--- config.mk ---
export PLATFORM = sky130hd
export DESIGN_NAME = mem_access_stage
export DESIGN_NICKNAME = d
export VERILOG_FILES = /design/src/rtl/mem_access_stage.sv
export SDC_FILE = /design/constraint.sdc
export NUM_CORES = 1
export LEC_CHECK = 0
export ABC_AREA = 1
export CORE_MARGIN = 2
export CORE_UTILIZATION = 50
export DETAILED_ROUTE_END_ITERATION = 7
export GPL_TIMING_DRIVEN = 0
export PLACE_DENSITY = 0.87
export SYNTH_ARGS = -nofsm -noshare
export SYNTH_HDL_FRONTEND = slang
export SYNTH_SLANG_ARGS = --single-unit
--- constraint.sdc ---
create_clock -name clk -period 16.69 [get_ports clk]
set_input_delay 1.669 -clock clk [delete_from_list [all_inputs] [get_ports clk]]
set_output_delay 1.669 -clock clk [all_outputs]
set_load 0.01 [all_outputs]
--- src/rtl/mem_access_stage.sv ---
// Memory-access stage: turns EX/MEM load/store controls into a req/ready data-memory transaction.
// Define MEM_TIMEOUT_EN to abort a request after TIMEOUT_CYCLES cycles without dmem_ready.
module mem_access_stage #(
    parameter int unsigned TIMEOUT_CYCLES = 255
) (
    input  logic        clk,
    input  logic        reset,
    input  logic        MemRead,
    input  logic        MemWrite,
    input  logic [2:0]  Funct3,
    input  logic [63:0] Result,
    input  logic [63:0] Write_Data,
    output logic [63:0] Read_Data_Memory,
    output logic        Stall,
    output logic        Misaligned,
    output logic        dmem_req,
    output logic        dmem_we,
    output logic [63:0] dmem_addr,
    output logic [63:0] dmem_wdata,
    output logic [7:0]  dmem_wstrb,
    input  logic [63:0] dmem_rdata,
    input  logic        dmem_ready,
    output logic        Bus_Error
);

    typedef enum logic [1:0] {StIdle, StReq, StDone} state_e;

    state_e     state;
    logic [2:0] funct3_q;
    logic [2:0] offset_q;

    logic       access;
    logic       illegal;
    logic       bad_align;
    logic       legal;
    logic [7:0] size_mask;

    if (TIMEOUT_CYCLES == 0) begin : g_param_check
        $error("TIMEOUT_CYCLES must be at least 1");
    end

`ifdef MEM_TIMEOUT_EN
    localparam int unsigned CntW = $clog2(TIMEOUT_CYCLES + 1);
    logic [CntW-1:0] wait_cnt;
`endif

    // Select the addressed lane, then sign- or zero-extend to 64 bits.
    function automatic logic [63:0] format_load(input logic [63:0] rdata,
                                                input logic [2:0]  f3,
                                                input logic [2:0]  off);
        logic [63:0] sh;
        sh = rdata >> {off, 3'b000};
        case (f3)
            3'b000:  format_load = {{56{sh[7]}}, sh[7:0]};
            3'b001:  format_load = {{48{sh[15]}}, sh[15:0]};
            3'b010:  format_load = {{32{sh[31]}}, sh[31:0]};
            3'b100:  format_load = {56'd0, sh[7:0]};
            3'b101:  format_load = {48'd0, sh[15:0]};
            3'b110:  format_load = {32'd0, sh[31:0]};
            default: format_load = sh;
        endcase
    endfunction

    always_comb begin
        access    = MemRead | MemWrite;
        size_mask = 8'h01;
        bad_align = 1'b0;
        unique case (Funct3[1:0])
            2'b00: begin
                size_mask = 8'h01;
                bad_align = 1'b0;
            end
            2'b01: begin
                size_mask = 8'h03;
                bad_align = Result[0];
            end
            2'b10: begin
                size_mask = 8'h0F;
                bad_align = |Result[1:0];
            end
            2'b11: begin
                size_mask = 8'hFF;
                bad_align = |Result[2:0];
            end
        endcase
        illegal = (Funct3 == 3'b111) | (MemRead & MemWrite);
        legal   = access & ~illegal & ~bad_align;
    end

    // Stall must rise in the same cycle the access is seen, so it cannot be a register.
    assign Stall = ~reset & (((state == StIdle) & legal) | (state == StReq));

`ifndef MEM_TIMEOUT_EN
    assign Bus_Error = 1'b0;
`endif

    always_ff @(posedge clk or posedge reset) begin
        if (reset) begin
            state            <= StIdle;
            funct3_q         <= 3'd0;
            offset_q         <= 3'd0;
            Read_Data_Memory <= 64'd0;
            Misaligned       <= 1'b0;
            dmem_req         <= 1'b0;
            dmem_we          <= 1'b0;
            dmem_addr        <= 64'd0;
            dmem_wdata       <= 64'd0;
            dmem_wstrb       <= 8'd0;
`ifdef MEM_TIMEOUT_EN
            Bus_Error        <= 1'b0;
            wait_cnt         <= '0;
`endif
        end else begin
            Misaligned <= 1'b0;
`ifdef MEM_TIMEOUT_EN
            Bus_Error  <= 1'b0;
`endif
            case (state)
                StIdle: begin
                    if (legal) begin
                        dmem_req   <= 1'b1;
                        dmem_we    <= MemWrite;
                        dmem_addr  <= {Result[63:3], 3'b000};
                        dmem_wdata <= Write_Data << {Result[2:0], 3'b000};
                        dmem_wstrb <= size_mask << Result[2:0];
                        funct3_q   <= Funct3;
                        offset_q   <= Result[2:0];
`ifdef MEM_TIMEOUT_EN
                        wait_cnt   <= '0;
`endif
                        state      <= StReq;
                    end else if (access) begin
                        Misaligned <= 1'b1;
                    end
                end
                StReq: begin
                    if (dmem_ready) begin
                        dmem_req <= 1'b0;
                        if (!dmem_we) begin
                            Read_Data_Memory <= format_load(dmem_rdata, funct3_q, offset_q);
                        end
                        state <= StDone;
                    end
`ifdef MEM_TIMEOUT_EN
                    else if (wait_cnt == CntW'(TIMEOUT_CYCLES - 1)) begin
                        dmem_req  <= 1'b0;
                        Bus_Error <= 1'b1;
                        if (!dmem_we) begin
                            Read_Data_Memory <= 64'd0;
                        end
                        state <= StDone;
                    end else begin
                        wait_cnt <= wait_cnt + 1'b1;
                    end
`endif
                end
                // Pipeline advances at the end of this cycle; held inputs belong to the
                // instruction just completed.
                StDone: state <= StIdle;
                default: state <= StIdle;
            endcase
        end
    end

endmodule
; ---- After elaboration in Yosys (flattened, before gate mapping)
; Index checks and enable logic that the tools add are counted.
; Widths: inputs -> output; s select.
[classes]
n_eq_ne = 12
shifts = 3
n_mux = 12
bitwise_logic = 12
reduce_logical = 10
[op_table]
columns = op, count
row1 = $pmux 64 s6, 1
row2 = $shl 64x6->64, 1
row3 = $shr 64x6->64, 1
row4 = $pmux 8 s4, 1
row5 = $eq 3x3->1 const B, 4
row6 = $shl 8x3->8, 1
row7 = $reduce_and 3->1, 2
row8 = $and 1x1->1, 5
row9 = $mux 1, 5
row10 = $eq 2x1->1 const B, 2
row11 = $eq 2x2->1 const B, 2
row12 = $logic_not 2->1, 2
row13 = $mux 2, 2
row14 = $ne 2x2->1 const B, 2
row15 = $not 1->1, 4
row16 = $pmux 1 s4, 1
row17 = $pmux 2 s2, 1
row18 = $reduce_and 2->1, 2
row19 = $eq 3x1->1 const B, 1
row20 = $eq 3x2->1 const B, 1
row21 = $logic_not 3->1, 1
row22 = $or 1x1->1, 3
row23 = $reduce_or 3->1, 1
row24 = $pmux 1 s2, 1
row25 = 2 further kinds, 2
[totals]
reg_bits = 208
out_inout_bits = 205

; ---- Depth between registers and ports, before layout
; Gate-level depths: netlist (run 1).
[depth]
depth_word = 8
mapped_depth = 11
ltp_nobuf = 10

; ---- Worst setup path after synthesis (run 1)
; Ideal clock, no wire load.
[synth_path]
path_type = input to output
startpoint = input Result[1]
endpoint = output Stall
arrival_time_ns = 2.972
required_ns = 15.021
path_slack_ns = 12.049
stages = 10
n_path_buf = 3
cell_sequence = buf_2 > inv_2 > nand2_1 > nor2_1 > o211ai_2 > nor2_4 > nand2_2 > buf_6 > buf_6 > a21oi_1
[synth_between]
elab_chain_len = 7
word_cells_on_any_way = 8
classes_between = mux: 1 / bitwise: 5 / reduce/logical: 2
[synth_rtl]
columns = item, line_no
row1 = "start, declared", 11  ; input logic [63:0] Result,
row2 = $reduce_or 3->1 / $reduce_or 2->1 (equally long branches), "83, 79"
row3 = $pmux 1 s4 *, 68  ; unique case (Funct3[1:0])
row4 = $not 1->1 *, 87  ; legal = access & ~illegal & ~bad_align;
row5 = $and 1x1->1 *, 87
row6 = $and 1x1->1 *, 91  ; assign Stall = ~reset & (((state == StIdle) & legal) | (state == StReq));
row7 = $or 1x1->1 *, 91
row8 = $and 1x1->1 *, 91
row9 = "end, declared", 14  ; output logic Stall,
; Every way passes the cells marked *; elsewhere a longest branch is shown, timed or not.

; ---- Final worst setup path (run 1)
[layout_path]
startpoint = input Result[0]
endpoint = output Stall
; Same word-level chain as after synthesis.

==> metrics.cfg, run 1 <==
[run_status]
status = finished clean

[placed_design]
io_buffers = 399
placed_cell_area_sq_um = 16300
place_congestion = 1.03
post-place-cells = 2467
hpwl_mm = 41.7

[synth]
synthXorXnorAreaFrac_pct = 0
syn_inst = 1744
yosys.area_share.simple_pct = 40.2
async_reset_ff_share_pct = 100
synth_top_area_cell = dfrtp_1
yosysMostFrequentCell = nand2_1
synthMuxAreaShare_pct = 0
dominantRegCellSynth = dfrtp_1
syn_area_sq_um = 11800
synth_top_family_by_area = simple AND/OR/NAND/NOR gates
synth_compound_area_share_pct = 9.42
synthAdderAreaFrac_pct = 0
ys_ff_latch = 208
synth_cell_types = 31
syn_avg_cell_area_sq_um = 6.78
synth_top_area_share_pct = 44.0
yosys_warnings = 0
synth_area_leaders = dfrtp_1 (44%), nand2_1 (21%), nand3_1 (11%)
synthTopCellsByCount = nand2_1 (656), nand3_1 (258), dfrtp_1 (208)
ys_seq_area_share_pct = 44.0
synth_edf_count = 0

[clocking]
cts_sinks = 208
htree_levels = 1
postCtsSetupBuffers = 0
cts_max_path_buffers = 3
cts_buffers = 23
holdBufCountCts = 0
clkLatencyLatePin_ns = 0.53
cts_tree = done
clock_tree.root_cell = clkbuf_16
cts_resized = 0
clk_pin_slew_ns = 0.06

[finish]
synthToLayoutAreaGrowth_pct = 44.1
fillerInstances = 1849
final_nets = 2373
final_cells = 2506
fin_area_sq_um = 17000
drive_above_1_share_pct = 5.26

[sta]
period_needed_ns = 6.23
setup_violations = 0
slew_viol_final = 0
tns_ns = 0
max_freq_mhz = 160
fin_worst_skew_ns = 0.0135
rsz0062_at_grt = no
whs_ns = 0.469
min_period_over_period_pct = 37.3
hold_violations = 0
tightest_slew_ns = 0.828
maxSlewHeadroom_pct = 44.6

[critical_path]
cp.arrival_ns = 4.56
path_max_fanout = 10
required_ns = 15.02
critPathLaunchType = input pin
crit_buf_inv = 5
crit_slowest_cell = clkdlybuf4s50_1
crit_family = buffers and inverters
criticalPathCategory = input pin to output pin
end_kind = output pin
cp_cell_sequence = clkdlybuf4s50_1 > inv_2 > nand2_1 > nor2_1 > o211ai_2 > nor2_4 > nand2_2 > buf_6 > buf_6 > a21oi_1 > clkdlybuf4s50_1
critical_path.max_stage_delay_ns = 0.58

[hold_path]
hold_path_class = flip-flop to flip-flop

[detailed_routing]
drtIter0Drc = 1763
via_per_inst = 5.84
totalWireLength_mm = 54.3
num_vias = 14600
detail_route.first_pass.iterations = 6
drc = 0
avgRoutedWirePerCell_um = 21.7
drtAntennaViolNets = 0

[grt]
antenna_found_initial = 2
grt_pass1_wl_mm = 79.3
grt_start_max_net_pins = 72
grt-ovfl-total = 0
first_global_vias = 14100
grt_util_all_layers_pct = 42.1

[floorplanning]
io_pins = 405
die_h_um = 158
num_rows = 56
start_util_pct = 50.7
die_w_um = 158
die_area_sq_um = 24900
core_sq_um = 23300

[power_and_ir_drop]
p_leak_nw = 8.04
p_per_area_nw_per_um2 = 160
irDropWorstVdd_mv = 0.100
fin_total_pwr_mw = 2.72

[flow_run]
maxCapViolations = 0

-- final cells by class --
type                            count  area [sq um]  share of cell area [%]
Multi-Input combinational cell   1362          5880                    34.5
Sequential cell                   208          5200                    30.5
Timing Repair Buffer              401          4050                    23.8
Clock buffer                       30           632                    3.71
Buffer                            134           594                    3.49
Tap cell                          319           399                    2.34
Inverter                           43           169                   0.991
Clock inverter                      8           111                   0.653
Antenna cell                        1          2.50                  0.0147
-- metal layers --
| layer | vias up | part of all wire, % | track usage, % |
|---|---|---|---|
| met2 | 1142 | 47 | 69.3 |
| met4 | 0 | 6.3 | 24.4 |
| li1 | 6479 | - | - |
| met3 | 234 | 11 | 9.50 |
| met5 | - | 0 | 0 |
| met1 | 6778 | 35 | 50.8 |
-- through the flow --
| step | utilization (%) | worst slack, ns |
|---|---|---|
| floorplan | - | 9.34 |
| global placement | 69.6 | 6.97 |
| detailed placement | 69.9 | 10.55 |
| CTS | 73.0 | 10.55 |
| global route | 73.0 | 10.37 |
| finish | 73.0 | 10.46 |
-- cell families (layout without fill, tap and decap cells) --
| kind of cell | after synthesis | count (layout) |
|---|---|---|
| other | 1 | 5 |
| and+or+nand+nor | 1146 | 1146 |
| AOI/OAI and AO/OA | 212 | 212 |
| buffers and inverters | 177 | 616 |
| DFF | 208 | 208 |
-- placed cells by master (no fill, tap or decap), types with 23 or more instances in the layout --
| cell type | count |
|---|---|
| nand2_1 | 656 |
| clkdlybuf4s50_1 | 399 |
| nand3_1 | 258 |
| dfrtp_1 | 208 |
| nor2_1 | 192 |
| o21ai_0 | 158 |
| clkbuf_1 | 72 |
| buf_2 | 43 |
| inv_1 | 38 |
| a21oi_1 | 33 |
| clkbuf_16 | 23 |
-- state kept, by name, summed over array words and instances, names as in the netlist, 2 cells and up --
name and cells:
dmem_wdata 64, state 2, dmem_addr 61, dmem_wstrb 8, Read_Data_Memory 64, offset_q 3, funct3_q 3
-- worst register-to-register path: stages, from the launching register on --
cell and delay, ns:
dfrtp_1 0.38, nor2_1 0.65, clkbuf_1 0.60, clkbuf_1 0.56, nand3_1 0.33, nand2_1 0.15
-- power by group --
part	switching, mW	leakage, nW	total (mW)	internal, mW
Combinational	0.780	5.11	1.37	0.586
Clock	0.215	0.364	0.514	0.298
Sequential	0.139	2.57	0.843	0.705
-- path summary, 6_finish.rpt --
check,start,endpoint,slack [ns],cells past startpoint
max,Result[0],Stall,10.46,11
min,dmem_wdata[4],dmem_wdata[4],0.47,2
max reg2reg,state[0],dmem_wdata[38],13.97,5
min reg2reg,dmem_wdata[4],dmem_wdata[4],0.47,2
max in group asynchronous,reset,dmem_wdata[7],13.97,4
min in group asynchronous,reset,dmem_addr[37],1.63,2
Power figures use the tool's default switching activity.
==> inputs of run 2 (changes only) <==
--- a/config.mk
+++ b/config.mk
@@ -7,10 +7,10 @@
 export LEC_CHECK = 0
 export ABC_AREA = 1
 export CORE_MARGIN = 2
-export CORE_UTILIZATION = 50
+export CORE_UTILIZATION = 42
 export DETAILED_ROUTE_END_ITERATION = 7
 export GPL_TIMING_DRIVEN = 0
-export PLACE_DENSITY = 0.87
+export PLACE_DENSITY = 0.78
 export SYNTH_ARGS = -nofsm -noshare
 export SYNTH_HDL_FRONTEND = slang
 export SYNTH_SLANG_ARGS = --single-unit
==> constraint.sdc (replaced) <==
create_clock -name clk -period 5.4 [get_ports clk]
set_input_delay 0.54 -clock clk [delete_from_list [all_inputs] [get_ports clk]]
set_output_delay 0.54 -clock clk [all_outputs]
set_load 0.01 [all_outputs]
==> metrics.cfg, run 2 (same netlist as run 1, synthesis figures left out) <==
[clocking]
cts_sinks = 208
holdBufCountCts = 0
cts_resized = 0
clk_pin_slew_ns = 0.06
clkLatencyLatePin_ns = 0.54
cts_max_path_buffers = 3
postCtsSetupBuffers = 0
cts_buffers = 23
cts_tree = done
htree_levels = 1
clock_tree.root_cell = clkbuf_16

[critical_path]
critPathLaunchType = input pin
crit_slowest_cell = clkdlybuf4s50_1
criticalPathCategory = input pin to output pin
critical_path.max_stage_delay_ns = 0.59
end_kind = output pin
path_max_fanout = 10
cp_cell_sequence = clkdlybuf4s50_1 > inv_2 > nand2_1 > nor2_1 > o211ai_2 > nor2_4 > nand2_2 > buf_6 > buf_6 > a21oi_1 > clkdlybuf4s50_1
required_ns = 4.86
cp.arrival_ns = 3.43

[floorplanning]
io_pins = 405
die_h_um = 172
die_w_um = 172
core_sq_um = 27800
num_rows = 61
die_area_sq_um = 29500
start_util_pct = 42.6

[finish]
multi_input_area_sq_um = 5880
synthToLayoutAreaGrowth_pct = 45.5
fillerInstances = 2533
layout_common_cells = nand2_1 (656), clkdlybuf4s50_1 (399), nand3_1 (258)
drive_above_1_share_pct = 5.70
reg.largest.list = Read_Data_Memory x64, dmem_wdata x64, dmem_addr x61
fin_util_pct = 62.0
fin_area_sq_um = 17200
regArea_sq_um = 5200
final_nets = 2376
final_cells = 2572
final_common_cell = nand2_1

[sta]
tns_ns = 0
min_period_over_period_pct = 73.5
fin_ws_ns = 1.43
whs_ns = 0.468
tightest_slew_ns = 0.873
fin_worst_skew_ns = 0.0219
hold_violations = 0
maxSlewHeadroom_pct = 41.6
setup_violations = 0
slew_viol_final = 0
rsz0062_at_grt = no
period_needed_ns = 3.97
max_freq_mhz = 252

[placed_design]
post-place-ws_ns = 1.51
io_buffers = 399
placed_cell_area_sq_um = 16400
post-place-cells = 2529
hpwl_mm = 44.5
place_congestion = 1.02

[hold_path]
hold_path_class = flip-flop to flip-flop

[power_and_ir_drop]
p_per_area_nw_per_um2 = 492
p_leak_nw = 8.08
power_switching_mw = 3.52
irDropWorstVdd_mv = 0.253
switching_share_pct = 41.5
p_comb_share_pct = 49.7
share_seq_of_total_power_pct = 30.7
internal_power_mw = 4.96
fin_total_pwr_mw = 8.47
clkPwrFrac_pct = 19.6

[detailed_routing]
drc = 0
drtIter0Drc = 1175
num_vias = 14000
drtAntennaViolNets = 0
via_per_inst = 5.46
totalWireLength_mm = 55.6
avgRoutedWirePerCell_um = 21.6
detail_route.first_pass.iterations = 5

[grt]
grt_pass1_wl_mm = 80.8
grt-ovfl-total = 0
grt_start_max_net_pins = 45
antenna_found_initial = 4
first_global_vias = 13700
grt_util_all_layers_pct = 36.8

[flow_run]
maxCapViolations = 0

[run_status]
status = finished clean

## run 2: cell count changes in the layout (fill, tap and decap cells not counted)
cell and delta:
bufinv_16 +1, clkinv_4 +3, clkbuf_1 -3, buf_16 -2, clkbuf_8 -1, clkinv_2 +2, buf_12 +5, clkinvlp_4 +3
inv_8 -1
## run 2: worst paths after layout
kind	start	to	slack, ns	cells past startpoint
min reg2reg	dmem_wdata[3]	dmem_wdata[3]	0.47	2
max in group asynchronous	reset	dmem_wdata[61]	3.71	5
max	Result[0]	Stall	1.43	11
min	dmem_wdata[3]	dmem_wdata[3]	0.47	2
max reg2reg	state[0]	dmem_wdata[58]	2.83	5
min in group asynchronous	reset	dmem_addr[30]	0.55	2
## run 2: area by class of cell
type | instances | share of cell area, %
antenna | 1 | 0.0145
buffer | 134 | 3.45
clock buffer | 26 | 3.52
clock inverter | 16 | 1.12
inverter | 43 | 0.959
multi-input combinational | 1362 | 34.2
sequential | 208 | 30.2
tap | 378 | 2.75
timing repair buffer | 404 | 23.8
## run 2: power groups by stage
stage | clock network [mW] | registers [mW] | logic, mW
2_1_floorplan | 0 | 2.81 | 1.65
3_3_place_gp | 0 | 2.59 | 4.10
3_5_place_dp | 0 | 2.60 | 4.14
4_1_cts | 1.68 | 2.59 | 4.18
5_1_grt | 1.73 | 2.66 | 4.55
6_report | 1.66 | 2.60 | 4.21
## run 2: layer usage
| metal | vias to the layer above | GRT usage (%) | wire length (um) |
|---|---|---|---|
| met1 | 6634 | 45.7 | 21600 |
| met5 | - | 0 | 41 |
| met4 | 6 | 17.9 | 2810 |
| li1 | 6487 | - | - |
| met2 | 764 | 61.5 | 26300 |
| met3 | 146 | 7.32 | 4790 |
## run 2: critical path: cells and delay by family
family,cells,cell delay (ns)
simple gates,4,0.88
buf+inv,5,1.75
compound gates,2,0.25
